### src/rtl/mdu_iter_if.sv
// Operand/result handshake bundle between decode, the multiply/divide unit and writeback.
interface mdu_iter_if #(
   parameter int unsigned XLEN = 32
);
   logic            in_valid;
   logic            in_ready;
   logic [2:0]      op;
   logic [XLEN-1:0] a;
   logic [XLEN-1:0] b;
   logic            kill;
   logic            out_valid;
   logic            out_ready;
   logic [XLEN-1:0] result;

   modport master (
      output in_valid, op, a, b, kill, out_ready,
      input  in_ready, out_valid, result
   );

   modport slave (
      input  in_valid, op, a, b, kill, out_ready,
      output in_ready, out_valid, result
   );
endinterface

### src/rtl/mdu_iter.sv
// Iterative RV32M multiply/divide: radix-2 shift-add multiply, restoring divide on magnitudes.
// Holds one operation; special divide cases complete without iterating.
module mdu_iter #(
   parameter int unsigned XLEN = 32
) (
   input  logic      clk,
   input  logic      rst,
   mdu_iter_if.slave bus
);
   localparam int unsigned W  = XLEN;
   localparam int unsigned W2 = 2 * XLEN;
   localparam int unsigned CW = 6;
   localparam logic [CW-1:0] LAST    = CW'(XLEN - 1);
   localparam logic [W-1:0]  INT_MIN = {1'b1, {(W-1){1'b0}}};

   typedef enum logic [1:0] {IDLE, BUSY, DONE} state_t;

   state_t         state;
   logic [2:0]     op_q;
   logic           neg_q;
   logic [CW-1:0]  cnt;
   logic [W2-1:0]  acc;
   logic [W-1:0]   opb;
   logic           in_ready_q;
   logic           out_valid_q;
   logic [W-1:0]   result_q;

   assign bus.in_ready  = in_ready_q;
   assign bus.out_valid = out_valid_q;
   assign bus.result    = result_q;

   // Operand signedness, magnitudes and result sign at accept
   logic         is_div, sgn_a, sgn_b, a_neg, b_neg, neg_in;
   logic [W-1:0] a_mag, b_mag;
   logic         div_zero, div_ovf, special;
   logic [W-1:0] spec_res;

   assign is_div   = bus.op[2];
   assign sgn_a    = is_div ? ~bus.op[0] : (bus.op[1:0] != 2'b11);
   assign sgn_b    = is_div ? ~bus.op[0] : ~bus.op[1];
   assign a_neg    = sgn_a & bus.a[W-1];
   assign b_neg    = sgn_b & bus.b[W-1];
   assign a_mag    = a_neg ? W'(~bus.a + W'(1)) : bus.a;
   assign b_mag    = b_neg ? W'(~bus.b + W'(1)) : bus.b;
   assign neg_in   = (is_div && bus.op[1]) ? a_neg : (a_neg ^ b_neg);
   assign div_zero = is_div && (bus.b == '0);
   assign div_ovf  = is_div && !bus.op[0] && (bus.a == INT_MIN) && (bus.b == '1);
   assign special  = div_zero || div_ovf;
   assign spec_res = div_zero ? (bus.op[1] ? bus.a : '1)
                              : (bus.op[1] ? '0 : INT_MIN);

   // One radix-2 step; the divide trial uses the bit shifted out of the top
   logic [W:0]    add_sum;
   logic [W:0]    sub_diff;
   logic [W2-1:0] acc_nx;

   always_comb begin
      add_sum  = {1'b0, acc[W2-1:W]} + (acc[0] ? {1'b0, opb} : {(W+1){1'b0}});
      sub_diff = acc[W2-1:W-1] - {1'b0, opb};
      acc_nx   = {add_sum, acc[W-1:1]};
      if (op_q[2]) begin
         if (sub_diff[W])
            acc_nx = {acc[W2-2:0], 1'b0};
         else
            acc_nx = {sub_diff[W-1:0], acc[W-2:0], 1'b1};
      end
   end

   // Final sign fix-up and half/quotient/remainder selection
   logic [W2-1:0] prod;
   logic [W-1:0]  sel;
   logic [W-1:0]  quo;
   logic [W-1:0]  fin_res;

   always_comb begin
      prod = neg_q ? W2'(~acc_nx + W2'(1)) : acc_nx;
      sel  = op_q[1] ? acc_nx[W2-1:W] : acc_nx[W-1:0];
      quo  = neg_q ? W'(~sel + W'(1)) : sel;
      if (op_q[2])
         fin_res = quo;
      else if (op_q[1:0] == 2'b00)
         fin_res = prod[W-1:0];
      else
         fin_res = prod[W2-1:W];
   end

   always_ff @(posedge clk or posedge rst) begin
      if (rst) begin
         state       <= IDLE;
         in_ready_q  <= 1'b1;
         out_valid_q <= 1'b0;
         result_q    <= '0;
         cnt         <= '0;
         op_q        <= '0;
         neg_q       <= 1'b0;
         acc         <= '0;
         opb         <= '0;
      end else if (bus.kill) begin
         state       <= IDLE;
         in_ready_q  <= 1'b1;
         out_valid_q <= 1'b0;
      end else begin
         case (state)
            IDLE: begin
               if (bus.in_valid) begin
                  op_q       <= bus.op;
                  neg_q      <= neg_in;
                  cnt        <= '0;
                  acc        <= {{W{1'b0}}, a_mag};
                  opb        <= b_mag;
                  in_ready_q <= 1'b0;
                  if (special) begin
                     state       <= DONE;
                     out_valid_q <= 1'b1;
                     result_q    <= spec_res;
                  end else begin
                     state <= BUSY;
                  end
               end
            end
            BUSY: begin
               acc <= acc_nx;
               cnt <= cnt + CW'(1);
               if (cnt == LAST) begin
                  state       <= DONE;
                  out_valid_q <= 1'b1;
                  result_q    <= fin_res;
               end
            end
            DONE: begin
               if (bus.out_ready) begin
                  state       <= IDLE;
                  out_valid_q <= 1'b0;
                  in_ready_q  <= 1'b1;
               end
            end
            default: begin
               state       <= IDLE;
               in_ready_q  <= 1'b1;
               out_valid_q <= 1'b0;
            end
         endcase
      end
   end
endmodule

### src/flat_wrapper.sv
// flat-port wrapper written by rule: the top's interface ports become plain ports
module mdu_iter_flat 
#(
   parameter int unsigned XLEN = 32
)
  (clk, rst, bus_in_valid, bus_op, bus_a, bus_b, bus_kill, bus_out_ready, bus_in_ready, bus_out_valid, bus_result);
  mdu_iter_if #(.XLEN(XLEN)) bus_i ();
  input  logic clk;
  input  logic rst;
  input wire logic [$bits(bus_i.in_valid)-1:0] bus_in_valid;
  input wire logic [$bits(bus_i.op)-1:0] bus_op;
  input wire logic [$bits(bus_i.a)-1:0] bus_a;
  input wire logic [$bits(bus_i.b)-1:0] bus_b;
  input wire logic [$bits(bus_i.kill)-1:0] bus_kill;
  input wire logic [$bits(bus_i.out_ready)-1:0] bus_out_ready;
  output wire logic [$bits(bus_i.in_ready)-1:0] bus_in_ready;
  output wire logic [$bits(bus_i.out_valid)-1:0] bus_out_valid;
  output wire logic [$bits(bus_i.result)-1:0] bus_result;
  assign bus_i.in_valid = bus_in_valid;
  assign bus_i.op = bus_op;
  assign bus_i.a = bus_a;
  assign bus_i.b = bus_b;
  assign bus_i.kill = bus_kill;
  assign bus_i.out_ready = bus_out_ready;
  assign bus_in_ready = bus_i.in_ready;
  assign bus_out_valid = bus_i.out_valid;
  assign bus_result = bus_i.result;
  mdu_iter #(.XLEN(XLEN)) u_core (.clk(clk), .rst(rst), .bus(bus_i));
endmodule
### config.mk
export PLATFORM = sky130hd
export DESIGN_NAME = mdu_iter_flat
export DESIGN_NICKNAME = d
export VERILOG_FILES = /design/src/rtl/mdu_iter_if.sv /design/src/rtl/mdu_iter.sv /design/src/flat_wrapper.sv
export SDC_FILE = /design/constraint.sdc
export NUM_CORES = 1
export LEC_CHECK = 0
export ABC_AREA = 0
export CAP_MARGIN = 20
export CORE_MARGIN = 2
export CORE_UTILIZATION = 40
export DETAILED_ROUTE_END_ITERATION = 10
export HOLD_SLACK_MARGIN = 0.15
export PLACE_DENSITY = 0.65
export REMOVE_ABC_BUFFERS = 1
export SYNTH_ARGS = -nofsm -noshare
export SYNTH_HDL_FRONTEND = slang
export SYNTH_SLANG_ARGS = --single-unit
### constraint.sdc
create_clock -name clk -period 6.4 [get_ports clk]
set_input_delay 1.28 -clock clk [delete_from_list [all_inputs] [get_ports clk]]
set_output_delay 1.28 -clock clk [all_outputs]
set_load 0.005 [all_outputs]
; ---- Yosys cells after proc, flatten, opt, wreduce, memory -nomap -nowiden
; Index checks and enable logic that the tools add are counted.
[classes]
addsub = 7
eq_ne = 14
mux = 40
bitwise_logic = 10
reduce_logical = 17
[op_table]
columns = operator, count
row1 = 2-to-1 mux 32 bit, 13
row2 = 2-to-1 mux 64 bit, 4
row3 = case mux 64 bit (2 select lines), 1
row4 = "adder 32 x 1 -> 32 bit, second input constant", 3
row5 = NOT 32 bit, 3
row6 = "adder 64 x 1 -> 64 bit, second input constant", 1
row7 = "equality test 32 bit, second input constant", 2
row8 = NOT 64 bit, 1
row9 = case mux 32 bit (2 select lines), 1
row10 = adder 32 x 33 -> 33 bit, 1
row11 = subtractor 33 x 32 -> 33 bit, 1
row12 = zero test 32 bit, 1
row13 = case mux 6 bit (2 select lines), 1
row14 = AND reduction 3 bit, 4
row15 = 2-to-1 mux 1 bit, 11
row16 = 2-to-1 mux 2 bit, 5
row17 = "adder 6 x 1 -> 6 bit, second input constant", 1
row18 = "equality test 6 x 5 -> 1 bit, second input constant", 1
row19 = 2-to-1 mux 6 bit, 1
row20 = "inequality test 2 bit, second input constant", 3
row21 = "inequality test 3 x 2 -> 1 bit, second input constant", 2
row22 = "inequality test 3 bit, second input constant", 2
row23 = case mux 1 bit (3 select lines), 2
row24 = case mux 2 bit (3 select lines), 1
row25 = other kinds (13), 22
[totals]
regBits = 142
inputBits = 72
elab_cells = 97

; ---- Depth between registers and ports, before layout
; Gate-level depths: netlist of run 1.
[depth]
depth_word = 10
mapped_depth = 24
ltp_nobuf = 23

; ---- Worst setup path before layout of run 1
; Ideal clock, no wire load.
[synth_timing]
path_type = register to register
start = register u_core.acc[31]
end = register u_core.result_q[26], in the netlist u_core.bus.result[26]
setup_time_ps = 134
t_arrival_ps = 5410
setup_slack_ps = 856
stages_incl_launch_ff = 23
path_buffers = 1
cell_sequence = dfrtp_1 -> inv_1 -> ha_1 -> fa_1 -> nor2b_1 -> o31a_1 -> o21a_1 -> o211ai_1 -> a21oi_1 -> clkbuf_1 -> nor3_1 -> nor2_1 -> ha_1 -> o21ai_0 -> or4_1 -> nor4_1 -> nand4b_1 -> nor4_1 -> nand2_1 -> nor3_1 -> o31ai_1 -> a221oi_1 -> a31oi_1
[synth_via]
elab_chain_cells = 10
[synth_lines]
columns = item, line_no
row1 = "start, declared", mdu_iter.sv:22  ; logic [W2-1:0] acc;
row2 = "start signal, assigned", mdu_iter.sv:109  ; acc <= {{W{1'b0}}, a_mag};
row3 = "start signal, assigned", mdu_iter.sv:122  ; acc <= acc_nx;
row4 = subtractor 33 x 32 -> 33 bit, mdu_iter.sv:59  ; sub_diff = acc[W2-1:W-1] - {1'b0, opb};
row5 = 2-to-1 mux 64 bit, mdu_iter.sv:62  ; if (sub_diff[W])
row6 = 2-to-1 mux 64 bit *, mdu_iter.sv:61  ; if (op_q[2]) begin
row7 = NOT 64 bit or 2-to-1 mux 32 bit (tied branches), "mdu_iter.sv:76, mdu_iter.sv:77"
row8 = adder 64 x 1 -> 64 bit or NOT 32 bit (tied branches), "mdu_iter.sv:76, mdu_iter.sv:78"
row9 = 2-to-1 mux 64 bit or adder 32 x 1 -> 32 bit (tied branches), "mdu_iter.sv:76, mdu_iter.sv:78"
row10 = 2-to-1 mux 32 bit (on tied branches), "mdu_iter.sv:81, mdu_iter.sv:78"
row11 = 2-to-1 mux 32 bit *, mdu_iter.sv:79  ; if (op_q[2])
row12 = 2-to-1 mux 32 bit *, mdu_iter.sv:124  ; if (cnt == LAST) begin
row13 = case mux 32 bit (2 select lines) *, mdu_iter.sv:103  ; case (state)
row14 = "end signal, assigned", mdu_iter.sv:115  ; result_q <= spec_res;
row15 = "end signal, assigned", mdu_iter.sv:127  ; result_q <= fin_res;
row16 = "end, declared", mdu_iter.sv:26  ; logic [W-1:0] result_q;
; Every way passes the cells marked *; elsewhere a longest branch is shown, timed or not. The select of a mux whose other input is x is not followed.
; A chain may end at the register's enable or synchronous reset.

; ---- Worst setup path after layout of run 1
[layout_timing]
start = register u_core.acc[31]
end = register u_core.result_q[31], in the netlist u_core.bus.result[31]
; The elaborated chain is that of the path after synthesis.

==> results.rst, run 1 <==
.. list-table::
   :header-rows: 1

   * - Metric
     - Value
   * - Area growth syn-to-layout
     - 14.1%
   * - Number of antenna violations at the first check in global routing
     - 3
   * - Filler Cells Inserted
     - 4218
   * - Total number of clock tree sinks
     - 142
   * - Global-route wire length before repair
     - 107000 um
   * - Starting Density
     - 40.4%
   * - Part of the power in combinational logic
     - 69.1%
   * - Worst flop-to-flop path endpoint
     - u_core.bus.result[31]
   * - Total routing resource utilization after global routing
     - 31.9%
   * - Part of the total power dissipated in sequential elements
     - 18.4%
   * - Total congestion overflow
     - 0
   * - CP arrival
     - 6.37 ns
   * - Synth area leader
     - dfrtp_1
   * - Sequential area share after synthesis
     - 21.1%
   * - Worst reg2reg startpoint
     - u_core.acc[31]
   * - Core region area
     - 41800 um2
   * - Clock group share of total power
     - 12.6%
   * - Area share of the largest cell type after synthesis
     - 20.9%
   * - Fraction of final layout cells with drive strength greater than 1
     - 7.20%
   * - Crit end category
     - register
   * - Relative max-transition margin
     - 29.1%
   * - Worst-case clock skew
     - 0.0127 ns
   * - Max Slew Vio Count
     - 0
   * - IR drop worst, VDD
     - 245 uV
   * - Number of cells in the design after placement
     - 2935
   * - Number of ports placed on the die boundary
     - 106
   * - Mean instance size in the synthesized netlist
     - 7.10 um2
   * - Mapped Cells
     - 2378
   * - Worst reg-to-reg setup slack
     - 0.39 ns
   * - Fraction of registers with async set/reset
     - 100%
   * - Warnings from Yosys
     - 0
   * - Outcome
     - complete, no violations
   * - Maximum fanout along the worst path
     - 28
   * - Count of different cell masters after synthesis
     - 82
   * - Unrepaired setup endpoints after global routing
     - no
   * - Max-cap violations
     - 0
   * - Height of the die
     - 209 um
   * - Net Sw Power
     - 4830 uW
   * - Most used flip-flop cell after synthesis
     - dfrtp_1
   * - Count of placed standard cells in the final layout, fillers left out
     - 2969
   * - Count of vias placed by the detailed router
     - 18868
   * - Post-synthesis instance area
     - 16900 um2
   * - Mean number of vias per cell
     - 6.36
   * - Root Driver
     - clkbuf_16
   * - Time the final worst path needs with I/O delays and setup
     - 6.01 ns
   * - Hold/Removal Path Class
     - register to register
   * - Deepest clock path buffer count
     - 2
   * - Residual DRC
     - 0
   * - Final HPWL DP
     - 54200 um
   * - Switching share of power
     - 54.2%
   * - Required time reported for the critical path endpoint
     - 6.76 ns
   * - Count of port buffers added during placement
     - 105
   * - Final net count
     - 2560
   * - Most frequent cell after synthesis
     - nor2_1
   * - Number of endpoints with negative hold slack in the final report
     - 0
   * - CTS buffer count
     - 17
   * - Category of the worst setup path launch point
     - register
   * - Achievable Freq
     - 167 MHz
   * - Clock slew seen by the registers of the worst setup and hold paths
     - 0.07 ns
   * - Insertion delay to the later sink of the worst-skew pair
     - 0.51 ns
   * - Setup TNS Final
     - 0 ns
   * - # Post-CTS Setup Buffers
     - 0
   * - Combined area of the multi-input logic cells
     - 12600 um2
   * - Total iterations of the first detailed-routing run
     - 6
   * - Static Leak
     - 0.00767 uW
   * - Flip-flop and latch count after synthesis
     - 142
   * - Top cells by area, synth
     - dfrtp_1 (21%), o21ai_0 (6.9%), a21oi_1 (6.8%)
   * - Worst hold endpoint
     - u_core.bus.result[2]
   * - Measured slew at the worst slew-check pin
     - 1.05 ns
   * - H-tree level count
     - 4
   * - Top cell types by occurrence after synthesis
     - nor2_1 (257), nand2_1 (247), o21ai_0 (232)
   * - Post-route fraction of the period consumed by the critical path
     - 93.8%
   * - Internal power of the cells
     - 4080 uW
   * - Wire length per cell
     - 23.7 um
   * - Number of global-route vias before repair
     - 17810
   * - Seq. cell area
     - 3560 um2
   * - Worst hold start
     - u_core.bus.result[2]
   * - Type of the worst setup path
     - register to register
   * - Starting DRC count in detailed routing
     - 1872
   * - CTS tree
     - yes
   * - Drt total wl
     - 70300 um
   * - Largest net degree at the start of global routing
     - 94
   * - Post-synth EDFFs
     - 0
   * - Worst reg-to-reg path cell count
     - 18
   * - Power density of the placed cells
     - 463 nW/um2
   * - Setup-violating endpoint count in the final report
     - 0
   * - Worst Hold Path Cells
     - 2
   * - Routability congestion estimate
     - 1.02
   * - Overall die area
     - 43900 um2
   * - Die span in x
     - 209 um
   * - Routed Antenna Nets
     - 0
   * - Number of standard-cell rows in the floorplan
     - 75
-- power by group through the flow --
| stage | combinational [uW] | sequential [uW] | clock [uW] |
|---|---|---|---|
| 2_1_floorplan | 3920 | 1510 | 0 |
| 3_3_place_gp | 5930 | 1620 | 0 |
| 3_5_place_dp | 5960 | 1630 | 0 |
| 4_1_cts | 6000 | 1620 | 1140 |
| 5_1_grt | 6630 | 1670 | 1180 |
| 6_report | 6160 | 1640 | 1120 |
-- area by class of cell --
class                   count  share of cell area, %
well taps                 539                   3.50
inverters                  73                   1.45
diodes                      1                 0.0130
multi-input cells        2013                   65.2
flip-flops and latches    142                   18.5
clock buffers              19                   2.35
clock inverters            13                  0.903
repair buffers            169                   8.12
-- state kept, by name, summed over array words and instances (netlist names) --
signal and flops:
u_core.bus.out_valid 1, u_core.op_q 3, u_core.cnt 6, u_core.opb 32
u_core.state 2, u_core.neg_q 1, u_core.acc 64, u_core.bus.in_ready 1
u_core.bus.result 32
-- through the flow --
stage	setup WS [ns]	util, %	hold slack (ns)	cell area (um2)	total power [uW]
4_1_cts	0.433	46.0	0.494	19200	8760
3_3_place_gp	0.623	44.5	0.471	18600	7550
2_1_floorplan	-1.86	-	0.466	16300	5430
6_report	0.395	46.1	0.492	19300	8910
5_1_grt	0.00244	46.1	0.528	19300	9480
3_5_place_dp	0.431	44.5	0.474	18600	7600
-- worst max-delay path by stage --
| stage | startpoint | end | slack (ns) | cells after the start |
|---|---|---|---|---|
| after floorplan | u_core.op_q[2] | u_core.bus.result[31] | -1.86 | 13 |
| after global placement | u_core.acc[31] | u_core.bus.result[31] | 0.62 | 18 |
| after detailed placement | u_core.acc[31] | u_core.bus.result[24] | 0.43 | 23 |
| after CTS | u_core.acc[31] | u_core.bus.result[24] | 0.43 | 23 |
| after global routing | u_core.acc[31] | u_core.bus.result[31] | 0.002 | 18 |
| final | u_core.acc[31] | u_core.bus.result[31] | 0.39 | 18 |
-- metal layers --
| layer | GRT usage, % | wire [um] | vias up |
|---|---|---|---|
| li1 | - | - | 8792 |
| met1 | 42.6 | 30300 | 9083 |
| met5 | 0 | 11 | - |
| met4 | 13.9 | 3030 | 2 |
| met3 | 5.78 | 5330 | 167 |
| met2 | 50.6 | 31600 | 824 |
-- worst max-delay path, cell delays in order, from the launching register on --
cell and delay, ns:
dfrtp_1 0.42, inv_1 0.15, ha_1 0.24, fa_1 0.42, nor2b_1 0.18, o31a_1 0.30, o21a_1 0.21, o211ai_1 0.22
a21oi_2 0.22, buf_4 0.35, nor2_1 0.30, buf_4 0.26, o211a_1 0.34, a211oi_1 0.77, nand4b_4 0.25, or2_1 0.34
or4_1 0.53, a31oi_1 0.25, a31oi_1 0.12
-- layout by cell type, fill, tap and decap left out, types with 62 or more instances in the layout --
master / count
xor2_1: 76
dfrtp_1: 139
buf_4: 62
nor3_1: 79
xnor2_1: 87
clkdlybuf4s50_1: 105
inv_1: 71
nor2_1: 255
o21ai_0: 231
ha_1: 70
a21oi_1: 227
nand2_1: 247
-- kinds of logic (layout without fill, tap and decap cells) --
| logic type | after synthesis | in the layout | synth area share, % |
|---|---|---|---|
| and+or+nand+nor | 897 | 897 | 25.7 |
| muxes | 72 | 72 | 4.54 |
| adders and majority gates | 72 | 72 | 5.43 |
| other | 0 | 1 | 0 |
| buffers and inverters | 223 | 274 | 5.04 |
| xor gates and xnor gates | 163 | 163 | 8.46 |
| AOI/OAI and AO/OA | 809 | 809 | 29.8 |
| DFF | 142 | 142 | 21.1 |
-- timing repair --
item | in CTS | in global routing
hold buffers | 0 | 0
setup endpoints to repair | 0 | 10
resized for setup | 0 | 7
Power figures use the tool's default switching activity.
==> run 2, diff against run 1 <==
==> constraint.sdc (replaced) <==
create_clock -name clk -period 5.93 [get_ports clk]
set_input_delay 1.186 -clock clk [delete_from_list [all_inputs] [get_ports clk]]
set_output_delay 1.186 -clock clk [all_outputs]
set_load 0.005 [all_outputs]
==> results.rst, run 2 (synthesis results as in run 1) <==
.. list-table::
   :header-rows: 1

   * - Metric
     - Value
   * - Outcome
     - complete, no violations
   * - Count of vias placed by the detailed router
     - 19547
   * - Filler Cells Inserted
     - 4136
   * - Post-place setup slack
     - 0.220 ns
   * - IR drop worst, VDD
     - 237 uV
   * - Number of flip-flops under the largest register name
     - 64
   * - Worst stage delay on the critical path
     - 0.97 ns
   * - Time the final worst path needs with I/O delays and setup
     - 5.68 ns
   * - Starting Density
     - 40.4%
   * - Global-route wire length before repair
     - 110000 um
   * - Final net count
     - 2597
   * - Antenna fix cells
     - 0
   * - Routability congestion estimate
     - 1.02
   * - Hold slack final
     - 0.500 ns
   * - Number of endpoints with negative hold slack in the final report
     - 0
   * - Total congestion overflow
     - 0
   * - Max-cap violations
     - 0
   * - Required time reported for the critical path endpoint
     - 6.27 ns
   * - Switching share of power
     - 54.0%
   * - Post_cts resized
     - 0
   * - CTS tree
     - yes
   * - Number of ports placed on the die boundary
     - 106
   * - Largest net degree at the start of global routing
     - 93
   * - Wire length per cell
     - 23.9 um
   * - Fraction of final layout cells with drive strength greater than 1
     - 8.56%
   * - Commonest cells after routing, fill and taps aside
     - nor2_1 (255), nand2_1 (247), o21ai_0 (231), a21oi_1 (227), dfrtp_1 (139)
   * - Unrepaired setup endpoints after global routing
     - no
   * - Deepest clock path buffer count
     - 2
   * - Power density of the placed cells
     - 503 nW/um2
   * - Total iterations of the first detailed-routing run
     - 6
   * - Residual DRC
     - 0
   * - Static Leak
     - 0.00784 uW
   * - Category of the worst setup path launch point
     - register
   * - CTS buffer count
     - 17
   * - Clock slew seen by the registers of the worst setup and hold paths
     - 0.07 ns
   * - Max Slew Vio Count
     - 0
   * - Worst-case clock skew
     - 0.0173 ns
   * - Part of the total power dissipated in sequential elements
     - 17.6%
   * - H-tree level count
     - 4
   * - Relative max-transition margin
     - 20.2%
   * - Die span in x
     - 209 um
   * - Hold/Removal Path Class
     - register to register
   * - Crit end category
     - register
   * - List of cells traversed by the critical path
     - and2_1 > ha_1 > a21oi_1 > o21ai_0 > a211oi_1 > nor2_1 > nor4_1 > nor3_1 > a311oi_1 > or4b_2 > nand2b_1 > or2_1 > or4_1 > a31oi_1 > a31oi_1
   * - Master of the slowest instance on the critical path
     - dfrtp_1
   * - Net Sw Power
     - 5300 uW
   * - Total number of clock tree sinks
     - 142
   * - Internal power of the cells
     - 4520 uW
   * - Maximum fanout along the worst path
     - 27
   * - Starting DRC count in detailed routing
     - 2357
   * - Part of the power in combinational logic
     - 70.2%
   * - Root Driver
     - clkbuf_16
   * - Overall die area
     - 43900 um2
   * - Number of global-route vias before repair
     - 18301
   * - Core region area
     - 41800 um2
   * - Count of placed standard cells in the final layout, fillers left out
     - 3005
   * - CTS Hold Buffers Added
     - 0
   * - Insertion delay to the later sink of the worst-skew pair
     - 0.48 ns
   * - Most frequent standard cell in the layout excluding fill and tap cells
     - nor2_1
   * - Count of port buffers added during placement
     - 105
   * - Clock group share of total power
     - 12.2%
   * - Measured slew at the worst slew-check pin
     - 1.19 ns
   * - # Post-CTS Setup Buffers
     - 0
   * - Number of antenna violations at the first check in global routing
     - 1
   * - Cell Area, Placed
     - 18900 um2
   * - Final HPWL DP
     - 54600 um
   * - Register with the most flip-flops
     - u_core.acc
   * - Number of buffers and inverters on the critical path
     - 0
   * - Crit path max-delay family
     - simple AND/OR/NAND/NOR gates
   * - Post-route fraction of the period consumed by the critical path
     - 95.8%
   * - Drt total wl
     - 71900 um
   * - Number of cells in the design after placement
     - 2973
   * - Achievable Freq
     - 176 MHz
   * - Cell area after layout
     - 19500 um2
   * - Routed Antenna Nets
     - 0
   * - Type of the worst setup path
     - register to register
   * - Total routing resource utilization after global routing
     - 32.6%
   * - Least setup slack across all paths after layout
     - 0.249 ns
   * - Area growth syn-to-layout
     - 15.7%
   * - Number of standard-cell rows in the floorplan
     - 75
   * - CP arrival
     - 6.02 ns
   * - Post-layout utilization of the core
     - 46.8%
   * - Most frequent cell on the critical path
     - a31oi_1
   * - Setup-violating endpoint count in the final report
     - 0
   * - Height of the die
     - 209 um
   * - Mean number of vias per cell
     - 6.50
## run 2: changes by cell type in the layout (fill, tap and decap cells not counted), moves of 2 or more
cell       previous run  this run
a2111oi_0             7         9
a2111oi_1             2         0
buf_12                1         3
buf_4                62        97
clkbuf_8              2         0
clkinv_4              1         4
inv_6                 7         5
nor4_2                4         2
## run 2: routing by layer
| layer | GRT usage, % | wire length, um | share of wire (%) |
|---|---|---|---|
| met4 | 16.1 | 3620 | 5.0 |
| met5 | 0 | 13 | 0.018 |
| met1 | 44.0 | 30200 | 42 |
| met3 | 5.15 | 6290 | 8.7 |
| met2 | 50.7 | 31800 | 44 |
## run 2: cell type report
type	count	area (um2)	share of cell area [%]
Tap cell	539	674	3.45
Multi-Input combinational cell	2013	12600	64.3
Timing Repair Buffer	206	1850	9.48
Clock buffer	17	425	2.18
Clock inverter	15	188	0.961
Sequential cell	142	3560	18.2
Inverter	73	279	1.43
## run 2: final timing paths
| kind | startpoint | endpoint | slack [ns] | depth (start not counted) |
|---|---|---|---|---|
| setup / recovery | u_core.acc[0] | u_core.bus.result[31] | 0.25 | 15 |
| hold / removal | u_core.bus.result[2] | u_core.bus.result[2] | 0.50 | 2 |
| setup reg to reg | u_core.acc[0] | u_core.bus.result[31] | 0.25 | 15 |
| hold reg to reg | u_core.bus.result[2] | u_core.bus.result[2] | 0.50 | 2 |
| max in group asynchronous | rst | u_core.bus.result[16] | 3.55 | 3 |
| min in group asynchronous | rst | u_core.acc[49] | 1.21 | 2 |
## run 2: stage by stage
stage	TNS, ns	total power, uW
global route	0	10400
CTS	0	9630
global placement	0	8320
finish	0	9820
floorplan	-60.70	5860
detailed placement	0	8380
## run 2: power groups by stage
stage / registers [uW] / logic [uW] / clock network [uW]
2_1_floorplan: 1630 / 4230 / 0
3_3_place_gp: 1710 / 6600 / 0
3_5_place_dp: 1720 / 6660 / 0
4_1_cts: 1710 / 6700 / 1220
5_1_grt: 1750 / 7420 / 1240
6_report: 1730 / 6890 / 1200
## run 2: tightest hold or removal path: stages (launching register included)
cell and delay [ns]:
dfrtp_1 0.35, nand2_1 0.05, o21ai_0 0.07
==> run 3, diff against run 2 <==
--- a/config.mk
+++ b/config.mk
@@ -11,6 +11,7 @@
 export CORE_UTILIZATION = 40
 export DETAILED_ROUTE_END_ITERATION = 10
 export HOLD_SLACK_MARGIN = 0.15
+export MAX_ROUTING_LAYER = met4
 export PLACE_DENSITY = 0.65
 export REMOVE_ABC_BUFFERS = 1
 export SYNTH_ARGS = -nofsm -noshare
==> results.rst, run 3 (synthesis results as in run 1) <==
.. list-table::
   :header-rows: 1

   * - Metric
     - Value
   * - Crit end category
     - register
   * - Count of port buffers added during placement
     - 105
   * - Max Slew Vio Count
     - 0
   * - Mean number of vias per cell
     - 6.39
   * - Category of the worst setup path launch point
     - register
   * - Final net count
     - 2612
   * - Static Leak
     - 0.00790 uW
   * - Number of cells in the design after placement
     - 2987
   * - Number of standard-cell rows in the floorplan
     - 75
   * - Number of endpoints with negative hold slack in the final report
     - 0
   * - Unrepaired setup endpoints after global routing
     - no
   * - Power density of the placed cells
     - 504 nW/um2
   * - Die span in x
     - 209 um
   * - Outcome
     - complete, no violations
   * - Commonest cells after routing, fill and taps aside
     - nor2_1 (254), nand2_1 (246), o21ai_0 (230), a21oi_1 (226), dfrtp_1 (138)
   * - CP arrival
     - 5.95 ns
   * - Total number of clock tree sinks
     - 142
   * - Time the final worst path needs with I/O delays and setup
     - 5.56 ns
   * - Clock slew seen by the registers of the worst setup and hold paths
     - 0.07 ns
   * - Post-route fraction of the period consumed by the critical path
     - 93.7%
   * - Wire length per cell
     - 24.6 um
   * - Worst-case clock skew
     - 0.0161 ns
   * - Setup-violating endpoint count in the final report
     - 0
   * - Clock group share of total power
     - 11.9%
   * - Antenna fix cells
     - 0
   * - Drt total wl
     - 74200 um
   * - Number of global-route vias before repair
     - 18091
   * - Core region area
     - 41800 um2
   * - Global-route wire length before repair
     - 112000 um
   * - Area growth syn-to-layout
     - 16.4%
   * - Type of the worst setup path
     - register to register
   * - Cell area after layout
     - 19600 um2
   * - Number of flip-flops under the largest register name
     - 64
   * - Max-cap violations
     - 0
   * - Register with the most flip-flops
     - u_core.acc
   * - Post-place setup slack
     - 0.0237 ns
   * - CTS tree
     - yes
   * - Total iterations of the first detailed-routing run
     - 6
   * - Worst setup path startpoint
     - u_core.acc[31]
   * - Switching share of power
     - 54.4%
   * - Most frequent standard cell in the layout excluding fill and tap cells
     - nor2_1
   * - Total congestion overflow
     - 0
   * - Worst reg2reg startpoint
     - u_core.acc[31]
   * - Overall die area
     - 43900 um2
   * - Required time reported for the critical path endpoint
     - 6.32 ns
   * - Part of the total power dissipated in sequential elements
     - 17.4%
   * - Root Driver
     - clkbuf_16
   * - Insertion delay to the later sink of the worst-skew pair
     - 0.52 ns
   * - Net Sw Power
     - 5390 uW
   * - Number of antenna violations at the first check in global routing
     - 0
   * - IR drop worst, VDD
     - 311 uV
   * - H-tree level count
     - 4
   * - Routed Antenna Nets
     - 0
   * - Cell Area, Placed
     - 19000 um2
   * - CTS Hold Buffers Added
     - 0
   * - Final HPWL DP
     - 56900 um
   * - Relative max-transition margin
     - 19.3%
   * - Deepest clock path buffer count
     - 2
   * - Maximum fanout along the worst path
     - 5
   * - Hold/Removal Path Class
     - register to register
   * - Number of ports placed on the die boundary
     - 106
   * - Starting DRC count in detailed routing
     - 2184
   * - Fraction of final layout cells with drive strength greater than 1
     - 9.35%
   * - Residual DRC
     - 0
   * - Count of placed standard cells in the final layout, fillers left out
     - 3020
   * - Measured slew at the worst slew-check pin
     - 1.20 ns
   * - Largest net degree at the start of global routing
     - 79
   * - Count of vias placed by the detailed router
     - 19292
   * - Achievable Freq
     - 180 MHz
   * - CTS buffer count
     - 17
   * - Overall power after layout
     - 9910 uW
   * - Worst reg-to-reg setup slack
     - 0.37 ns
   * - Capture point of the critical path
     - u_core.bus.result[26]
   * - Least setup slack across all paths after layout
     - 0.375 ns
   * - Internal power of the cells
     - 4520 uW
   * - Filler Cells Inserted
     - 4218
   * - Routability congestion estimate
     - 1.04
   * - Starting Density
     - 40.4%
   * - Worst reg-to-reg path cell count
     - 22
   * - Total routing resource utilization after global routing
     - 34.9%
   * - Part of the power in combinational logic
     - 70.6%
   * - Height of the die
     - 209 um
   * - Worst flop-to-flop path endpoint
     - u_core.bus.result[26]
==> run 3: changes by cell type in the layout (fill, tap and decap cells not counted), moves of 2 or more <==
cell,before,now
buf_4,97,113
inv_6,5,2
a2111oi_0,9,7
clkbuf_8,0,2
==> run 3: worst min path at each step <==
stage / from / end / slack (ns) / depth (start not counted)
after global placement: u_core.bus.result[0] / u_core.bus.result[0] / 0.47 / 2
after global routing: u_core.bus.result[2] / u_core.bus.result[2] / 0.51 / 2
after floorplan: u_core.cnt[1] / u_core.cnt[1] / 0.47 / 2
after CTS: u_core.bus.result[0] / u_core.bus.result[0] / 0.49 / 2
final: u_core.bus.result[24] / u_core.bus.result[24] / 0.49 / 2
after detailed placement: u_core.bus.result[0] / u_core.bus.result[0] / 0.48 / 2
==> run 3: power groups by stage <==
stage / Clock (uW) / Sequential [uW] / Combinational, uW
finish: 1180 / 1730 / 7000
global route: 1230 / 1760 / 7530
CTS: 1200 / 1710 / 6790
detailed placement: 0 / 1730 / 6750
global placement: 0 / 1720 / 6720
floorplan: 0 / 1630 / 4230
==> run 3: critical path, cell delays in order, from the launching register on <==
cell and delay [ns]:
dfrtp_1 0.42, inv_1 0.15, ha_1 0.24, fa_1 0.44, nor2b_1 0.17, o31a_1 0.20, o21a_1 0.20, o211ai_1 0.15
a21oi_2 0.19, nor3_1 0.12, nor2_1 0.20, ha_1 0.20, o21ai_0 0.18, or4_4 0.58, nor4_4 0.33, nand4b_1 0.21
nor4_2 0.30, nand2_2 0.17, nor3_1 0.28, buf_4 0.18, o31ai_1 0.07, a221oi_1 0.33, a31oi_1 0.12
==> run 3: what timing repair did <==
action / CTS / global route
setup endpoints to repair: 0 / 14
buffers inserted: 0 / 1
gates resized for setup: 0 / 15
==> run 3: per-stage QoR <==
stage	TNS (ns)	hold slack [ns]	utilization, %
finish	0	0.490	47.0
global route	0	0.514	47.0
CTS	0	0.494	46.9
detailed placement	0	0.475	45.4
global placement	0	0.472	45.4
floorplan	-60.70	0.466	-
==> run 3: final cells by class <==
| type | count | area [um2] | area share, % |
|---|---|---|---|
| Multi-Input combinational cell | 2013 | 12600 | 64.1 |
| Sequential cell | 142 | 3560 | 18.1 |
| Timing Repair Buffer | 221 | 1950 | 9.93 |
| Tap cell | 539 | 674 | 3.43 |
| Clock buffer | 20 | 457 | 2.33 |
| Inverter | 73 | 279 | 1.42 |
| Clock inverter | 12 | 138 | 0.701 |
==> run 3: metal layers <==
metal | GRT usage (%) | vias to the layer above | part of all wire (%)
met3 | 6.06 | 164 | 8.0
met1 | 46.9 | 9284 | 44
met5 | - | - | 0
met4 | 14.9 | 0 | 4.3
li1 | - | 8905 | -
met2 | 51.7 | 939 | 44
